`config.mk`:
```
export PLATFORM = sky130hd
export DESIGN_NAME = sq_bcd_accum
export DESIGN_NICKNAME = d
export VERILOG_FILES = /design/src/rtl/sq_pkg.sv /design/src/rtl/bcd_digit_adj.sv /design/src/rtl/sq_bcd_accum.sv
export SDC_FILE = /design/constraint.sdc
export NUM_CORES = 1
export LEC_CHECK = 0
export ABC_AREA = 0
export CAP_MARGIN = 10
export CELL_PAD_IN_SITES_DETAIL_PLACEMENT = 1
export CELL_PAD_IN_SITES_GLOBAL_PLACEMENT = 1
export CORE_UTILIZATION = 48
export CTS_CLUSTER_DIAMETER = 30
export DETAILED_ROUTE_END_ITERATION = 6
export GPL_ROUTABILITY_DRIVEN = 0
export HOLD_SLACK_MARGIN = 0.06
export PLACE_DENSITY_LB_ADDON = 0.1
export SYNTH_ARGS = -nofsm -noshare
export SYNTH_HDL_FRONTEND = slang
export SYNTH_SLANG_ARGS = --single-unit
```
`constraint.sdc`:
```
create_clock -name clk -period 4.15 [get_ports clk]
set_input_delay 0.83 -clock clk [delete_from_list [all_inputs] [get_ports clk]]
set_output_delay 0.83 -clock clk [all_outputs]
set_load 0.02 [all_outputs]
```
`src/rtl/sq_pkg.sv`:
```
// Shared types and constants for the squared-value BCD accumulator.
package sq_pkg;

   typedef enum logic [1:0] {
      ACCUM   = 2'd0,
      CONVERT = 2'd1,
      DONE    = 2'd2
   } state_t;

   localparam int unsigned BCD_W   = 12;
   localparam logic [3:0]  ADD3_TH = 4'd5;

endpackage

```
`src/rtl/bcd_digit_adj.sv`:
```
// Double-dabble digit correction: adds 3 to a BCD digit of 5 or more.
module bcd_digit_adj
   import sq_pkg::*;
(
   input  logic [3:0] digit_i,
   output logic [3:0] digit_o
);

   assign digit_o = (digit_i >= ADD3_TH) ? digit_i + 4'd3 : digit_i;

endmodule

```
`src/rtl/sq_bcd_accum.sv`:
```
// Accumulates a group of squared values, then converts the sum to 3-digit BCD.
// Optional saturation with overflow flag: define SQBCD_SAT_EN.
module sq_bcd_accum
   import sq_pkg::*;
#(
   parameter int unsigned ACC_W = 8
) (
   input  logic              clk,
   input  logic              rst_n,
   input  logic [3:0]        sq_in,
   input  logic              sq_valid,
   input  logic              sq_last,
   output logic              sq_ready,
   output logic [BCD_W-1:0]  bcd_out,
   output logic              bcd_valid,
   input  logic              bcd_ready
`ifdef SQBCD_SAT_EN
   ,
   output logic              ovf
`endif
);

   localparam int unsigned SR_W = BCD_W + ACC_W;

   state_t              state_q;
   logic [ACC_W-1:0]    acc_q, acc_d;
   logic [SR_W-1:0]     sr_q, sr_d;
   logic [3:0]          cnt_q;
   logic [BCD_W-1:0]    bcd_out_q;
   logic                bcd_valid_q;
   logic [BCD_W-1:0]    bcd_adj;

`ifdef SQBCD_SAT_EN
   logic [ACC_W:0]      sum_ext;
   logic                sticky_q, ovf_q, ovf_d;

   assign sum_ext = {1'b0, acc_q} + (ACC_W+1)'(sq_in);
   assign acc_d   = sum_ext[ACC_W] ? '1 : sum_ext[ACC_W-1:0];
   assign ovf_d   = sticky_q | sum_ext[ACC_W];
   assign ovf     = ovf_q;
`else
   assign acc_d = acc_q + ACC_W'(sq_in);
`endif

   genvar g;
   generate
      for (g = 0; g < 3; g++) begin : g_adj
         bcd_digit_adj u_adj (
            .digit_i (sr_q[ACC_W + 4*g +: 4]),
            .digit_o (bcd_adj[4*g +: 4])
         );
      end
   endgenerate

   // The digit field's top bit is shifted out; it is always zero for sums below 1000.
   assign sr_d = {bcd_adj, sr_q[ACC_W-1:0]} << 1;

   assign sq_ready  = (state_q == ACCUM);
   assign bcd_out   = bcd_out_q;
   assign bcd_valid = bcd_valid_q;

   always_ff @(posedge clk or negedge rst_n) begin
      if (!rst_n) begin
         state_q     <= ACCUM;
         acc_q       <= '0;
         sr_q        <= '0;
         cnt_q       <= '0;
         bcd_out_q   <= '0;
         bcd_valid_q <= 1'b0;
`ifdef SQBCD_SAT_EN
         sticky_q    <= 1'b0;
         ovf_q       <= 1'b0;
`endif
      end else begin
         case (state_q)
            ACCUM: begin
               if (sq_valid) begin
`ifdef SQBCD_SAT_EN
                  sticky_q <= ovf_d;
`endif
                  if (sq_last) begin
                     sr_q    <= {{BCD_W{1'b0}}, acc_d};
                     acc_q   <= '0;
                     cnt_q   <= '0;
                     state_q <= CONVERT;
                  end else begin
                     acc_q <= acc_d;
                  end
               end
            end
            CONVERT: begin
               sr_q  <= sr_d;
               cnt_q <= cnt_q + 4'd1;
               if (cnt_q == 4'(ACC_W - 1)) begin
                  bcd_out_q   <= sr_d[SR_W-1 -: BCD_W];
                  bcd_valid_q <= 1'b1;
`ifdef SQBCD_SAT_EN
                  ovf_q       <= sticky_q;
`endif
                  state_q     <= DONE;
               end
            end
            DONE: begin
               if (bcd_ready) begin
                  bcd_valid_q <= 1'b0;
`ifdef SQBCD_SAT_EN
                  ovf_q       <= 1'b0;
                  sticky_q    <= 1'b0;
`endif
                  state_q     <= ACCUM;
               end
            end
            default: state_q <= ACCUM;
         endcase
      end
   end

endmodule

```
==> results.py <==
metrics = {
    "global_route": {
        "grt_usage_pct": 23.2,
        "grt_start_max_net_pins": 48,
        "antenna_found_initial": 0,
        "grt_overflow": 0,
        "grt_first_pass_wirelength_um": 9250,
        "grt_pass1_vias": 1969,
    },
    "timing": {
        "period_needed_ps": 2490,
        "clock_skew_ps": 5.72,
        "hold_violations": 0,
        "drv_slew": 0,
        "max_freq_ghz": 0.401,
        "slew_headroom_pct": 27.6,
        "layout_setup_ws_ps": 1660,
        "setup_tns_ps": 0,
        "period_share_pct": 60.0,
        "worst_pin_slew_ps": 1090,
        "setup_viol": 0,
        "rsz0062_at_grt": "no",
    },
    "setup_path": {
        "cp.arrival_ps": 1660,
        "cp_slowest_cell": "clkdlybuf4s50_1",
        "crit_type": "flip-flop to primary output",
        "worst_ep_required_time_ps": 3320,
        "startpoint": "state_q[1]$_DFFE_PN0P_",
        "r2r_start": "state_q[1]$_DFFE_PN0P_",
        "crit_chain": "nor2_1 > clkdlybuf4s50_1",
        "critPathLaunchType": "flip-flop",
        "end_kind": "primary output",
        "slowest_delay_ps": 640,
        "cp_max_fo": 11,
    },
    "clock_tree": {
        "clkLatencyLatePin_ps": 300,
        "cts_hold_buf": 0,
        "cts.path.max_buffers": 2,
        "post_cts.repair.setup_buffers": 0,
        "cts_sinks": 47,
        "path_clk_slew_ps": 90,
        "ctsResizeCount": 0,
        "cts_buffers": 5,
        "tritoncts": "built",
        "root_buffer": "clkbuf_8",
        "htree_levels": 2,
    },
    "floorplanning": {
        "core-area_mm2": 0.00479,
        "die-area_mm2": 0.00532,
        "rows": 25,
        "die_h_um": 72.9,
        "die_w_um": 72.9,
        "io_pins": 23,
        "start_util_pct": 50.4,
    },
    "detailed_routing": {
        "top_layer_used": "met4",
        "drtIter0Drc": 125,
        "routed-wl-met2_um": 2830,
        "wire_per_inst_um": 16.8,
        "routed_wl_um": 5380,
        "ant_nets": 0,
        "drt_pass1_iterations": 4,
        "wl_met3_um": 118,
        "viasPerCell": 5.73,
        "drc": 0,
        "via_count": 1839,
        "wl_met1_um": 2350,
    },
    "placed_design": {
        "dp_hpwl_um": 3890,
        "portBuffers": 22,
        "pre_cts_slack_ps": 1420,
        "place_area_mm2": 0.00267,
    },
    "synth": {
        "synth_cell_types": 46,
        "async_reset_ff_share_pct": 100,
        "syn_area_mm2": 0.00241,
        "ys.flop_type": "dfrtp_1",
        "yosysSeqAreaShare_pct": 48.7,
        "synth_edf_count": 0,
        "synth_compound_area_share_pct": 18.4,
        "synth_top_family_by_area": "compound AO/OA/AOI/OAI gates",
        "synth_seq_cells": 47,
        "synth_top_area_share_pct": 48.7,
        "avgSynthCellArea_um2": 10.4,
        "ys.warnings.count": 0,
        "synth_adder_area_share_pct": 6.53,
        "synthSimpleGateAreaFrac_pct": 15.6,
        "synth_top_area_cell": "dfrtp_1",
        "synth_xor_area_share_pct": 2.90,
        "synthMuxAreaShare_pct": 4.10,
        "syn_nets": 253,
        "synth_cells": 232,
        "netlist_top_cells_area": "dfrtp_1, ha_1, a21oi_1",
    },
    "power": {
        "p_per_area_mw_per_mm2": 740,
        "vdd_drop_max_mv": 0.276,
        "p_leak_nw": 1.22,
        "report.power.total_w": 0.00203,
    },
    "layout": {
        "fin_util_pct": 57.4,
        "n_antenna_cell": 0,
        "drive_above_1_share_pct": 8.66,
        "areaGrowthSynthToFinish_pct": 13.8,
        "finalInstanceArea_mm2": 0.00275,
        "finalNetCount": 274,
    },
    "status": {
        "status": "completed",
    },
    "job": {
        "maxCapViolations": 0,
    },
    "worst_hold_path": {
        "min-delay-start": "sr_q[0]$_DFFE_PN0P_",
        "hold_path_class": "flip-flop to flip-flop",
    },
}
==> flip-flops by register name, indices dropped and copies added, names as in the netlist <==
name       flops
bcd_valid      1
state_q        2
cnt_q          4
sr_q          20
bcd_out       12
acc_q          8
==> placed cells by master, fill, tap and decap left out, types with 5 or more instances in the layout <==
cell type | netlist | final
nor3_1 | 5 | 5
ha_1 | 11 | 11
a21oi_1 | 19 | 19
mux2_2 | 7 | 7
dfrtp_1 | 47 | 47
nor3b_1 | 6 | 6
clkbuf_8 | 0 | 5
nand2b_1 | 6 | 6
a22o_1 | 9 | 9
nand2_1 | 20 | 20
nor2_1 | 13 | 13
nand3_1 | 7 | 7
clkdlybuf4s50_1 | 0 | 21
xnor2_1 | 7 | 7
inv_1 | 8 | 8
o21ai_0 | 17 | 17
==> layer usage <==
layer  vias up  global-route usage [%]
met5         -                       0
met4         0                    7.41
met3         9                    4.42
met2        24                    43.6
met1       937                    26.3
li1        869                       -
==> metrics by stage <==
stage / std cells / hold slack [ps]
2_1_floorplan: 232 / 439
3_3_place_gp: 313 / 460
3_5_place_dp: 313 / 473
4_1_cts: 321 / 486
5_1_grt: 321 / 521
6_report: 321 / 480
==> critical path, delay by kind of cell, from the launching register on <==
| kind | cells | cell delay, ps |
|---|---|---|
| buf+inv | 1 | 640 |
| flops | 1 | 500 |
| simple gates | 1 | 220 |
==> power breakdown <==
part	internal [W]	switching, W	total (W)
sequential	0.000639	0.000153	0.000792
clock	0.000119	0.000150	0.000268
combinational	0.000447	0.000527	0.000974
==> logic make-up (layout without fill, tap and decap cells) <==
family | count (synthesis) | count (layout)
compound gates | 68 | 68
xor+xnor | 8 | 8
fa+ha+maj | 12 | 12
buf+inv | 18 | 40
flops | 47 | 47
mux | 9 | 9
simple gates | 70 | 70
==> cells in the mapped netlist, types with 2 or more instances <==
| cell type | n |
|---|---|
| ha_1 | 11 |
| buf_2 | 6 |
| o211ai_1 | 2 |
| nor3b_1 | 6 |
| nand2b_1 | 6 |
| inv_1 | 8 |
| nand3_1 | 7 |
| a211oi_1 | 2 |
| o31ai_1 | 3 |
| a22o_1 | 9 |
| dfrtp_1 | 47 |
| o21ai_0 | 17 |
| or2_2 | 2 |
| nand2_1 | 20 |
| o21bai_1 | 2 |
| nor3_1 | 5 |
| xnor2_1 | 7 |
| a22oi_1 | 4 |
| a21o_1 | 3 |
| a21oi_1 | 19 |
| mux2i_1 | 2 |
| mux2_2 | 7 |
| buf_4 | 2 |
| nor2_1 | 13 |
==> path summary, 6_finish.rpt <==
check | to | slack, ps | cells past startpoint
max | sq_ready | 1660 | 2
min | sr_q[1]$_DFFE_PN0P_ | 480 | 2
min reg2reg | sr_q[1]$_DFFE_PN0P_ | 480 | 2
max reg2reg | bcd_out[5]$_DFFE_PN0P_ | 2100 | 4
max in group asynchronous | bcd_out[9]$_DFFE_PN0P_ | 2760 | 1
min in group asynchronous | bcd_out[11]$_DFFE_PN0P_ | 720 | 1
==> area by class of cell <==
type                    instances  area (um^2)
flip-flops and latches         47         1180
clock buffers                   7         76.3
multi-input cells             167         1150
inverters                       8         30.0
well taps                      67         83.8
fillers                       558         2040
repair buffers                 24          230
clock inverters                 1         5.00
No activity file was read; power rests on OpenSTA's default activity.
